## config.mk

```make
export PLATFORM = sky130hd
export DESIGN_NAME = fetch_sequencer
export DESIGN_NICKNAME = d
export VERILOG_FILES = /design/src/rtl/vliw_pkg.sv /design/src/rtl/fetch_sequencer_branch_select.sv /design/src/rtl/fetch_sequencer.sv
export SDC_FILE = /design/constraint.sdc
export NUM_CORES = 1
export LEC_CHECK = 0
export CAP_MARGIN = 20
export CORE_AREA = 2 2 458 460
export CTS_CLUSTER_SIZE = 24
export DETAILED_ROUTE_END_ITERATION = 10
export DIE_AREA = 0 0 460 462
export PLACE_DENSITY = 0.33
export SLEW_MARGIN = 20
export SYNTH_ARGS = -nofsm -noshare
export SYNTH_HDL_FRONTEND = slang
export SYNTH_HIERARCHICAL = 1
export SYNTH_SLANG_ARGS = --single-unit
export TNS_END_PERCENT = 30
```

## constraint.sdc

```tcl
create_clock -name clk -period 5.7 [get_ports clk]
set_input_delay 1.71 -clock clk [delete_from_list [all_inputs] [get_ports clk]]
set_output_delay 1.71 -clock clk [all_outputs]
set_load 0.005 [all_outputs]
```

## src/rtl/vliw_pkg.sv

```systemverilog
// Shared types and constants for the VLIW bundle fetch/issue control path.
// Pure declarations: no logic, no latency, no flow control.
// Used by fetch_sequencer and its helpers.
package vliw_pkg;

    typedef enum logic [1:0] {
        FETCH,
        WAIT,
        EXEC,
        HALT
    } fetch_state_t;

    localparam int SLOT_WIDTH = 32;

    // Byte-offset bits that must be zero in a bundle address (NFU a power of two).
    function automatic logic [63:0] align_mask(input int nfu);
        return 64'(nfu * (SLOT_WIDTH / 8)) - 64'd1;
    endfunction

endpackage

```

## src/rtl/fetch_sequencer_branch_select.sv

```systemverilog
// Priority encoder over per-FU branch requests; lowest-index FU wins. Optional conflict flag under BRANCH_CONFLICT_CHECK_EN.
// Latency: purely combinational.
// Backpressure: none; the caller decides when a result is consumed.
module branch_select #(
    parameter int NFU = 8
) (
    input  logic [NFU-1:0] writePC,
    input  logic [63:0]    newPC [NFU],
    output logic           valid,
    output logic [63:0]    target,
    output logic           conflict
);

`ifdef BRANCH_CONFLICT_CHECK_EN
    localparam bit CONFLICT_EN = 1'b1;
`else
    localparam bit CONFLICT_EN = 1'b0;
`endif

    always_comb begin
        valid    = 1'b0;
        target   = '0;
        conflict = 1'b0;
        for (int i = 0; i < NFU; i++) begin
            if (writePC[i]) begin
                if (!valid) begin
                    valid  = 1'b1;
                    target = newPC[i];
                end else if (CONFLICT_EN && (newPC[i] != target)) begin
                    conflict = 1'b1;
                end
            end
        end
    end

endmodule

```

## src/rtl/fetch_sequencer.sv

```systemverilog
// Bundle sequencer: owns the PC, fetches bundles from the MMU, issues them to all FUs, picks the next PC. Macro: BRANCH_CONFLICT_CHECK_EN.
// Latency: issue strobe the cycle after MMU done; 4-cycle bundle period with a 1-cycle MMU and idle FUs.
// Backpressure: waits indefinitely on MMU done and on fuWorking; all outputs registered.
module fetch_sequencer
    import vliw_pkg::*;
#(
    parameter int          NFU                  = 8,
    parameter logic [63:0] RESET_VECTOR         = 64'h0,
    localparam int         INSTRUCTIONSIZEBYTES = NFU * (SLOT_WIDTH / 8),
    localparam int         INSTRUCTIONSIZE      = INSTRUCTIONSIZEBYTES * 8
) (
    input  logic                       clk,
    input  logic                       rst,
    output logic                       doInstructionFetch,
    output logic [63:0]                instructionAddress,
    input  logic                       doneInstructionFetch,
    input  logic [INSTRUCTIONSIZE-1:0] instructionIn,
    output logic [INSTRUCTIONSIZE-1:0] instruction,
    output logic [63:0]                bundleAddr,
    output logic                       instructionReady,
    input  logic [NFU-1:0]             fuWorking,
    input  logic [63:0]                newPC [NFU],
    input  logic [NFU-1:0]             writePC,
    output logic                       fault
);

    localparam logic [63:0] SEQ_STEP   = 64'(INSTRUCTIONSIZEBYTES);
    localparam logic [63:0] ALIGN_MASK = align_mask(NFU);

    fetch_state_t               state_q, state_d;
    logic [63:0]                pc_q, pc_d;
    logic [63:0]                tgt_q, tgt_d;
    logic                       pend_q, pend_d;
    logic                       fetch_q, fetch_d;
    logic                       ready_q, ready_d;
    logic                       fault_q, fault_d;
    logic [INSTRUCTIONSIZE-1:0] instr_q, instr_d;
    logic [63:0]                baddr_q, baddr_d;

    logic        bs_valid;
    logic [63:0] bs_target;
    logic        bs_conflict;
    logic        take_branch;
    logic [63:0] next_pc;

    branch_select #(
        .NFU (NFU)
    ) u_branch_select (
        .writePC  (writePC),
        .newPC    (newPC),
        .valid    (bs_valid),
        .target   (bs_target),
        .conflict (bs_conflict)
    );

    always_comb begin
        state_d     = state_q;
        pc_d        = pc_q;
        tgt_d       = tgt_q;
        pend_d      = pend_q;
        fetch_d     = 1'b0;
        ready_d     = 1'b0;
        fault_d     = fault_q;
        instr_d     = instr_q;
        baddr_d     = baddr_q;
        take_branch = (state_q == EXEC) && !pend_q && bs_valid;
        next_pc     = pc_q + SEQ_STEP;

        case (state_q)
            FETCH: begin
                // Out of reset the strobe register is low, so spend one cycle raising it.
                if (fetch_q) begin
                    state_d = WAIT;
                end else begin
                    fetch_d = 1'b1;
                end
            end
            WAIT: begin
                if (doneInstructionFetch) begin
                    instr_d = instructionIn;
                    baddr_d = pc_q;
                    ready_d = 1'b1;
                    state_d = EXEC;
                end
            end
            EXEC: begin
                if (take_branch) begin
                    pend_d = 1'b1;
                    tgt_d  = bs_target;
                end
                if (take_branch && bs_conflict) begin
                    fault_d = 1'b1;
                    state_d = HALT;
                end else if (!ready_q && (fuWorking == '0)) begin
                    if (pend_q) begin
                        next_pc = tgt_q;
                    end else if (take_branch) begin
                        next_pc = bs_target;
                    end
                    pend_d = 1'b0;
                    if ((next_pc & ALIGN_MASK) != 64'd0) begin
                        fault_d = 1'b1;
                        state_d = HALT;
                    end else begin
                        pc_d    = next_pc;
                        fetch_d = 1'b1;
                        state_d = FETCH;
                    end
                end
            end
            HALT: begin
                state_d = HALT;
            end
        endcase
    end

    always_ff @(posedge clk) begin
        if (rst) begin
            state_q <= FETCH;
            pc_q    <= RESET_VECTOR;
            tgt_q   <= '0;
            pend_q  <= 1'b0;
            fetch_q <= 1'b0;
            ready_q <= 1'b0;
            fault_q <= 1'b0;
            instr_q <= '0;
            baddr_q <= '0;
        end else begin
            state_q <= state_d;
            pc_q    <= pc_d;
            tgt_q   <= tgt_d;
            pend_q  <= pend_d;
            fetch_q <= fetch_d;
            ready_q <= ready_d;
            fault_q <= fault_d;
            instr_q <= instr_d;
            baddr_q <= baddr_d;
        end
    end

    assign doInstructionFetch = fetch_q;
    assign instructionAddress = pc_q;
    assign instruction        = instr_q;
    assign bundleAddr         = baddr_q;
    assign instructionReady   = ready_q;
    assign fault              = fault_q;

endmodule

```

==> flow_summary_export.csv, run 1 <==
group,metric,value,unit
finish,seqCellArea,0.00909,sq mm
floorplan,initial_utilization,10.8,%
clock_network,clk_path_buf_depth,3,
clock_network,cts_num_sinks,454,
placement,post-dp-hpwl,150000,microns
sta,clock.fmax,206,MHz
finish,final_cell_mix,"clkdlybuf4s50_1 (1168), nand2_1 (903), a21oi_1 (547)",
yosys,yosys_warnings,6,
sta,setup_violations,0,
setup_path,rr_startpoint,"instructionAddress[5]",
routing,top_layer,"met5",
routing,wl_per_cell,27.0,microns
floorplan,die_x,460,microns
sta,finalCriticalPeriod,4.86,ns
hold_path,timing.hold.worst.start,"instruction[243]",
finish,fillers,23500,
status,status,"completed",
sta,post-route-period-util,85.2,%
power,powerDensity,274,mW/mm^2
grt,grt_pass1_vias,27600,
yosys,ys_ff_latch,454,
sta,holdWs,0.451,ns
floorplan,io_pins,1174,
finish,final_common_cell,"clkdlybuf4s50_1",
setup_path,crit_start,"writePC[3]",
yosys,synth_flop_cell,"dfxtp_1",
power,power_leakage,12.8,nW
clock_network,post-cts-setup-buffers,0,
clock_network,cts-hold-fix-buffers,0,
setup_path,crit_type,"primary input to flip-flop",
sta,worstMarginPinSlew,1.05,ns
clock_network,cts_buffers,68,
floorplan,fp.coreArea,0.208,sq mm
placement,io_buffer_count,1173,
finish,multi_input_area,0.0122,sq mm
grt,grt_remaining_overflow,0,
finish,fin_cells,6943,
routing,vias_per_cell,4.06,
sta,fin_skew,0.0200,ns
sta,slew_viol_final,0,
grt,grt_pass1_wl,247000,microns
routing,drtIter0Drc,2248,
power,ir_drop,183,uV
grt,antenna_found_initial,43,
clock_network,cts_root_buffer,"clkbuf_16",
setup_path,cp-start-kind,"primary input",
routing,antenna_left,0,
routing,met3_length,15800,microns
routing,wl_met2,85000,microns
clock_network,cts_tree,"built",
finish,final_nets,4950,
floorplan,die_y,462,microns
yosys,yosysSeqAreaShare,40.3,%
clock_network,htree_levels,3,
floorplan,rows,168,
hold_path,worstHoldPathType,"flip-flop to flip-flop",
grt,grt_start_max_net_pins,162,
yosys,synth_area,0.0226,sq mm
finish,area_delta_synth_final,76.4,%
routing,met1Wirelength,83500,microns
setup_path,critPathMaxFanout,55,
placement,post-place-cells,6812,
sta,hold_viol,0,
placement,gp_congestion,0.958,
yosys,yosysUniqueCellTypes,72,
yosys,syn_inst,3113,
finish,drive_gt1_share,6.01,%
setup_path,cp.required,6.24,ns
sta,final.setup.tns,0,ns
yosys,synth_edf_count,0,
grt,gr-usage-all-layers,16.8,%
clock_network,clk_latency,0.65,ns
routing,vias,28200,
sta,rsz0062_at_grt,"false",
sta,slew_headroom,30.0,%
routing,drc,0,
setup_path,cp.arrival,5.40,ns
clock_network,clkTransAtPathRegs,0.05,ns
routing,wl,187000,microns
yosys,postSynthAreaPerCell,7.24,sq um
yosys,async_reset_ff_share,0,%
setup_path,end_kind,"flip-flop",
flow_run,drv_cap,0,
floorplan,die_area,0.213,sq mm
clock_network,cts_resized,0,
routing,drt_pre_antenna_iters,5,
yosys,syn_nets,3901,
## synth_stat cells, types with 6 or more instances
cell type | instances | area (sq um)
a211oi_1 | 12 | 90.1
a21o_1 | 21 | 158
a21oi_1 | 547 | 2740
a221o_1 | 26 | 260
a221oi_1 | 12 | 105
a22o_1 | 43 | 377
a22oi_1 | 56 | 420
a311oi_1 | 7 | 61.3
a31o_2 | 6 | 52.6
a31oi_1 | 39 | 244
and2_1 | 9 | 56.3
and3_1 | 22 | 138
and4_1 | 9 | 78.8
buf_1 | 17 | 63.8
buf_2 | 18 | 90.1
buf_6 | 8 | 90.1
clkbuf_1 | 247 | 927
dfxtp_1 | 454 | 9090
inv_1 | 24 | 90.1
nand2_1 | 904 | 3390
nand3_1 | 24 | 120
nand3b_1 | 64 | 480
nand4_1 | 26 | 163
nor2_1 | 67 | 251
nor2b_1 | 48 | 300
nor3_1 | 37 | 185
nor3b_1 | 11 | 82.6
nor4_1 | 14 | 87.6
o211ai_1 | 30 | 225
o21ai_0 | 115 | 576
o221ai_1 | 33 | 289
o22ai_1 | 63 | 394
o31ai_1 | 14 | 105
or3_1 | 7 | 43.8
or4_1 | 8 | 60.1
## critical path, cell delays in order
cell and delay [ns]:
clkdlybuf4s50_1 0.56, or4_1 0.52, buf_4 0.21, nor3_4 0.14, buf_4 0.52, a22oi_1 0.24, nor2_1 0.14, nand3_1 0.14
o311ai_4 0.18, and3_2 0.29, buf_12 0.25, o21ai_0 0.14, a211oi_1 0.26
## state kept, by name, summed over array words and instances, names as in the netlist
register	cells
bundleAddr	64
doInstructionFetch	1
fault	1
instruction	256
instructionAddress	64
instructionReady	1
pend_q	1
state_q	2
tgt_q	64
## report_power, final
group / internal [W] / switching (W)
logic: 0.00134 / 0.00160
registers: 0.00345 / 0.000163
clock network: 0.00256 / 0.00178
total: 0.00735 / 0.00354
## metrics by stage
stage               setup WS [ns]  util [%]  total power, W  area [sq um]
floorplan                   0.791         -         0.00480         22600
global placement            0.247      18.0         0.00666         37500
detailed placement          0.190      18.0         0.00666         37500
CTS                         0.922      19.1          0.0112         39700
global route                0.622      19.1          0.0115         39800
finish                      0.844      19.1          0.0109         39800
## layer usage
layer	global-route usage (%)	up-vias
met1	22.2	13800
met3	5.55	162
met4	2.80	34
li1	-	13100
met2	26.7	1101
met5	0	-
## area by class of cell
type                       instances  area share [%]
antenna                           14          0.0881
clock buffer                      89            4.91
clock inverter                    28           0.695
inverter                          26           0.245
multi-input combinational       2339            30.7
sequential                       454            22.9
tap                             2720            8.56
timing repair buffer            1273            31.9
## cells by family (layout without fill, tap and decap cells)
kind of cell | after synthesis | in the layout | share of synthesized area [%]
AOI/OAI and AO/OA | 1058 | 1058 | 28.5
xor gates and xnor gates | 8 | 8 | 0.311
and+or+nand+nor | 1270 | 1270 | 25.0
adders and majority gates | 1 | 1 | 0.0555
muxes | 1 | 1 | 0.0444
other | 1 | 15 | 0.0166
DFF | 454 | 454 | 40.3
buffers and inverters | 320 | 1416 | 5.75
## final timing paths
path / endpoint / slack, ns / depth (start not counted)
max reg2reg: instructionAddress[55] / 2.09 / 7
min reg2reg: instruction[243] / 0.45 / 2
max: instructionAddress[19] / 0.84 / 13
min: instruction[243] / 0.45 / 2
Power figures use the tool's default switching activity.
==> run 2: changes to the inputs <==
Settings changed: ABC_AREA from default to 1, CORE_AREA 2 2 458 460 to 2 2 457 459, CTS_CLUSTER_DIAMETER from default to 40, DIE_AREA 0 0 460 462 to 0 0 459 461, PLACE_DENSITY 0.33 to 0.35.
Clock period 5.7 ns to 6.15 ns, I/O delays scaled along.
==> run 2 against run 1 <==
Compared with the run above: die area decreased by 0.43%; synthesized cell count is 38% higher; non-clock buffer count down 17; sequential share of layout area down 2.3 points; hold slack better by 0.0056 ns.
==> flow_summary_export.csv, run 2 <==
group,metric,value,unit
status,status,"completed",
clock_network,cts_buffers,103,
finish,final_cell_mix,"nand2_1 (1286), clkdlybuf4s50_1 (1165), nand3_1 (653)",
setup_path,r2r_end,"instructionAddress[40]",
floorplan,die_area,0.212,sq mm
routing,wl_per_cell,24.0,microns
yosys,synth_edf_count,0,
power,power_leakage,17.1,nW
sta,hold_viol,0,
setup_path,crit_type,"primary input to flip-flop",
sta,slew_headroom,33.9,%
setup_path,cp.required,6.72,ns
yosys,ys_ff_latch,454,
sta,worstMarginPinSlew,0.991,ns
yosys,syn_inst,4294,
clock_network,cts_resized,0,
yosys,synth_flop_cell,"dfxtp_1",
setup_path,cp.arrival,5.20,ns
placement,gp_congestion,0.915,
setup_path,ff2ff_setup_slack,2.80,ns
setup_path,rr_startpoint,"instructionAddress[9]",
setup_path,cp-start-kind,"primary input",
routing,vias_per_cell,4.04,
finish,largest_reg_flops,256,
routing,wl,195000,microns
grt,grt_remaining_overflow,0,
hold_path,worst_hold_path.endpoint,"tgt_q[53]",
floorplan,io_pins,1174,
clock_network,cts-hold-fix-buffers,0,
floorplan,initial_utilization,12.5,%
routing,drtIter0Drc,2315,
power,ir_drop,271,uV
yosys,yosysSeqAreaShare,35.2,%
clock_network,cts_num_sinks,454,
finish,final_nets,6118,
grt,antenna_found_initial,67,
setup_path,rr_worst_depth,10,
sta,final.setup.tns,0,ns
yosys,async_reset_ff_share,0,%
sta,finalCriticalPeriod,4.63,ns
yosys,synth_area,0.0258,sq mm
yosys,synthTopCellsByCount,"nand2_1 (1288), nand3_1 (654), a21oi_1 (493), dfxtp_1 (454), inv_1 (406)",
routing,antenna_left,0,
sta,post-route-period-util,75.3,%
setup_path,critPathMaxFanout,19,
sta,rsz0062_at_grt,"false",
yosys,yosysTopAreaCell,"dfxtp_1",
finish,area_delta_synth_final,71.9,%
power,powerDensity,289,mW/mm^2
flow_run,drv_cap,0,
sta,fin_skew,0.0652,ns
clock_network,cts_tree,"built",
routing,vias,32900,
floorplan,die_x,459,microns
yosys,yosys_warnings,6,
grt,grt_pass1_vias,33000,
clock_network,post-cts-setup-buffers,0,
clock_network,cts_root_buffer,"clkbuf_16",
clock_network,clk_path_buf_depth,3,
hold_path,hold_path_depth,2,
grt,grt_pass1_wl,266000,microns
power,power.total,0.0128,W
clock_network,htree_levels,3,
sta,clock.fmax,216,MHz
hold_path,timing.hold.worst.start,"tgt_q[53]",
placement,post-dp-hpwl,155000,microns
floorplan,die_y,461,microns
routing,drt_pre_antenna_iters,6,
finish,final_common_cell,"nand2_1",
grt,grt_start_max_net_pins,157,
grt,gr-usage-all-layers,17.7,%
finish,multi_input_area,0.0138,sq mm
yosys,postSynthAreaPerCell,6.01,sq um
yosys,yosysMostFrequentCell,"nand2_1",
finish,fillers,23500,
floorplan,fp.coreArea,0.206,sq mm
finish,drive_gt1_share,6.33,%
yosys,synth_top_area_share,35.2,%
clock_network,clk_latency,0.71,ns
yosys,synth_top_cells_by_area,"dfxtp_1 (35%), nand2_1 (19%), nand3_1 (13%)",
routing,drc,0,
sta,setup_violations,0,
clock_network,clkTransAtPathRegs,0.05,ns
placement,io_buffer_count,1173,
yosys,syn_nets,5082,
yosys,yosysUniqueCellTypes,37,
finish,seqCellArea,0.00909,sq mm
hold_path,worstHoldPathType,"flip-flop to flip-flop",
floorplan,rows,167,
sta,slew_viol_final,0,
setup_path,end_kind,"flip-flop",
-- run 2: cell count changes in the layout (fill, tap and decap cells not counted), moves of 54 or more --
cell	before	now
a22oi_1	56	0
o21ai_0	115	48
nand3b_1	64	4
a21oi_1	547	493
inv_1	24	405
nor2_1	65	367
nand3_1	24	653
nand2_1	903	1286
o22ai_1	63	0
nand4_1	26	106
-- run 2: cell families (layout without fill, tap and decap cells) --
kind of cell | after synthesis | count (layout) | share of synthesized area, %
XOR/XNOR | 21 | 21 | 0.713
AO/OA/AOI/OAI | 591 | 591 | 11.7
AND/OR/NAND/NOR | 2470 | 2470 | 40.8
buffers and inverters | 756 | 1882 | 11.5
flip-flops | 454 | 454 | 35.2
other | 1 | 21 | 0.0145
adder cells (fa/ha/maj) | 1 | 1 | 0.0485
-- run 2: worst max-delay path by stage --
stage | startpoint | to | slack, ns | cells past startpoint
after floorplan | writePC[2] | instructionAddress[27] | 2.16 | 21
after global placement | writePC[4] | instructionAddress[35] | 0.77 | 19
after detailed placement | writePC[4] | instructionAddress[18] | 0.77 | 15
after CTS | writePC[4] | instructionAddress[18] | 1.55 | 15
after global routing | writePC[4] | instructionAddress[8] | 1.27 | 15
final | writePC[4] | instructionAddress[18] | 1.52 | 15
-- run 2: area by class of cell --
cell class	count	area share (%)
clock inverters	66	2.35
diodes	20	0.113
well taps	2704	7.63
repair buffers	1256	28.2
clock buffers	129	6.47
inverters	431	3.65
flip-flops and latches	454	20.5
multi-input cells	3084	31.1
-- run 2: stage by stage --
step	cell area, sq um	instances	setup slack (ns)	util, %	hold slack (ns)
floorplan	25800	4294	2.16	-	0.436
finish	44300	8144	1.52	21.5	0.457
global route	44300	8139	1.27	21.5	0.469
detailed placement	40400	7929	0.765	19.6	0.451
CTS	44300	8124	1.55	21.5	0.459
global placement	40400	7929	0.773	19.6	0.446
-- run 2: per-layer routing --
layer | share of wire (%) | track usage, % | vias up | wire length (microns)
met4 | 1.9 | 3.84 | 36 | 3630
met2 | 45 | 28.1 | 1244 | 88100
met3 | 8.6 | 5.88 | 214 | 16900
met5 | 0.11 | 0 | - | 219
li1 | - | - | 15900 | -
met1 | 44 | 23.1 | 15500 | 86700
-- run 2: worst max-delay path: stages --
cell	delay [ns]
clkdlybuf4s50_1	0.49
inv_1	0.10
nand4_2	0.20
nor2_4	0.31
nand3b_1	0.24
nand3_2	0.39
nor2_4	0.13
nand2_1	0.13
nand3_1	0.09
nor2_2	0.20
nand3_2	0.17
nor2_4	0.40
inv_2	0.30
nand2_1	0.13
a21oi_1	0.07
-- run 2: power breakdown --
part           internal, W  total [W]  switching [W]
clock              0.00417    0.00622        0.00206
combinational      0.00126    0.00319        0.00192
sequential         0.00321    0.00340       0.000186
total              0.00864     0.0128        0.00416
==> run 3: changes to the inputs <==
Settings changed: CORE_AREA 2 2 457 459 to 2 2 459 461, DIE_AREA 0 0 459 461 to 0 0 461 463.
Clock period 6.15 ns to 4.3 ns, I/O delays scaled along.
==> run 3 against run 2 <==
Compared with the run above: flip-flop and latch count unchanged; cell count increased by 1.7%; utilization barely moved; cell area up 1.2%; critical path type unchanged; via count is 0.73% higher; register-to-register slack worse by 1.5 ns; sequential share of layout area down 0.25 points; sequential power increased by 43%; die area up 0.87%; hold slack got worse by 0.0015 ns.
==> flow_summary_export.csv, run 3 (synthesized netlist as in run 2, its figures left out) <==
group,metric,value,unit
floorplan,rows,168,
sta,rsz0062_at_grt,"false",
setup_path,rr_startpoint,"instructionAddress[6]",
sta,slew_viol_final,0,
finish,final_cell_mix,"nand2_1 (1286), clkdlybuf4s50_1 (1165), nand3_1 (653)",
finish,seqCellArea,0.00909,sq mm
setup_path,cp_slowest_stage_delay,0.48,ns
setup_path,cp.required,4.85,ns
finish,drive_gt1_share,6.94,%
floorplan,die_area,0.213,sq mm
power,ir_drop,319,uV
setup_path,end_kind,"flip-flop",
routing,vias_per_cell,4.00,
hold_path,hold_path_depth,2,
clock_network,cts-hold-fix-buffers,0,
grt,antenna_found_initial,52,
setup_path,crit_path_cell_trace,"clkdlybuf4s50_1 > inv_1 > nand4_2 > nor2_4 > nand3_4 > buf_4 > nor2_1 > a21oi_1 > nand2_1 > nand3_1 > nor2_2 > nand3_2 > nor2_4 > buf_12 > nand2_1 > nor2_1 > nor2_1",
finish,final_nets,6156,
finish,fin_cells,8284,
hold_path,timing.hold.worst.start,"tgt_q[39]",
routing,wl_per_cell,23.9,microns
clock_network,cts_tree,"built",
sta,hold_viol,0,
sta,slew_headroom,36.5,%
floorplan,fp.coreArea,0.209,sq mm
finish,area_delta_synth_final,74.0,%
setup_path,worst_path_max_delay_cell,"clkdlybuf4s50_1",
finish,largest_reg_flops,256,
grt,gr-usage-all-layers,17.9,%
setup_path,crit_type,"primary input to flip-flop",
power,power_leakage,17.3,nW
finish,fillers,23800,
setup_path,critPathMaxFanout,38,
sta,final.setup.tns,0,ns
grt,grt_pass1_wl,271000,microns
clock_network,clk_latency,0.74,ns
flow_run,drv_cap,0,
clock_network,post-cts-setup-buffers,0,
clock_network,cts_root_buffer,"clkbuf_16",
finish,multi_input_area,0.0138,sq mm
setup_path,ff2ff_setup_slack,1.29,ns
grt,grt_pass1_vias,33300,
routing,wl,198000,microns
power,powerDensity,409,mW/mm^2
sta,worstMarginPinSlew,0.952,ns
sta,finalCriticalPeriod,3.57,ns
hold_path,worstHoldPathType,"flip-flop to flip-flop",
placement,io_buffer_count,1173,
setup_path,cp.arrival,4.12,ns
routing,drc,0,
floorplan,die_x,461,microns
setup_path,cp-start-kind,"primary input",
clock_network,htree_levels,3,
clock_network,clkTransAtPathRegs,0.04,ns
grt,grt_remaining_overflow,0,
routing,antenna_left,0,
sta,setup_violations,0,
setup_path,r2r_end,"instructionAddress[49]",
placement,post-place-cells,8060,
clock_network,cts_resized,0,
routing,drtIter0Drc,2191,
hold_path,worst_hold_path.endpoint,"tgt_q[39]",
routing,drt_pre_antenna_iters,6,
finish,final_common_cell,"nand2_1",
clock_network,clk_path_buf_depth,3,
sta,clock.fmax,280,MHz
clock_network,cts_num_sinks,454,
floorplan,initial_utilization,12.4,%
sta,post-route-period-util,83.0,%
sta,fin_skew,0.0799,ns
setup_path,cp_common_cell,"nor2_1",
clock_network,cts_buffers,111,
floorplan,die_y,463,microns
status,status,"completed",
grt,grt_start_max_net_pins,121,
setup_path,rr_worst_depth,13,
placement,post-dp-hpwl,159000,microns
floorplan,io_pins,1174,
routing,vias,33100,
placement,gp_congestion,0.915,
==> run 3: cell type report <==
type                       instances  area share [%]
sequential                       454            20.3
clock buffer                     144            6.87
tap                             2805            7.82
inverter                         431            3.61
timing repair buffer            1286            28.7
clock inverter                    63            1.85
multi-input combinational       3084            30.8
antenna                           17          0.0948
==> run 3: worst max path at each step <==
stage / from / end / slack [ns]
5_1_grt: writePC[4] / instructionAddress[60] / 0.47
3_5_place_dp: writePC[4] / instructionAddress[24] / 0.02
6_report: writePC[4] / instructionAddress[60] / 0.73
3_3_place_gp: writePC[4] / instructionAddress[24] / 0.03
4_1_cts: instructionAddress[34] / instructionAddress[34] / 0.61
2_1_floorplan: writePC[2] / instructionAddress[27] / 0.86
==> run 3: layer usage <==
layer  vias up  share of wire, %  global-route usage [%]
met5         -              0.16                       0
met4        50               1.7                    3.61
met3       212               8.3                    5.90
met2      1083                46                    29.1
met1     15800                44                    22.9
li1      16000                 -                       -
==> run 3: critical path: cells and delay by family <==
kind | cells | cell delay [ns]
AO/OA/AOI/OAI | 1 | 0.05
buffers and inverters | 4 | 1.07
AND/OR/NAND/NOR | 12 | 1.65
==> run 3: where the power goes <==
group          leakage (nW)  switching (W)  total [W]  internal, W
clock network          1.88        0.00300    0.00872      0.00572
logic                  11.8        0.00286    0.00478      0.00192
registers              3.67       0.000254    0.00485      0.00459
==> run 3: stage by stage <==
stage               cell area [sq um]  setup WS (ns)  utilization (%)  power [W]  hold slack, ns
floorplan                       25800          0.861                -    0.00704           0.436
global placement                40900         0.0341             19.6    0.00980           0.444
detailed placement              40900         0.0207             19.6    0.00978           0.450
CTS                             44800          0.609             21.5     0.0187           0.458
global route                    44900          0.466             21.5     0.0193           0.468
finish                          44900          0.729             21.5     0.0184           0.456
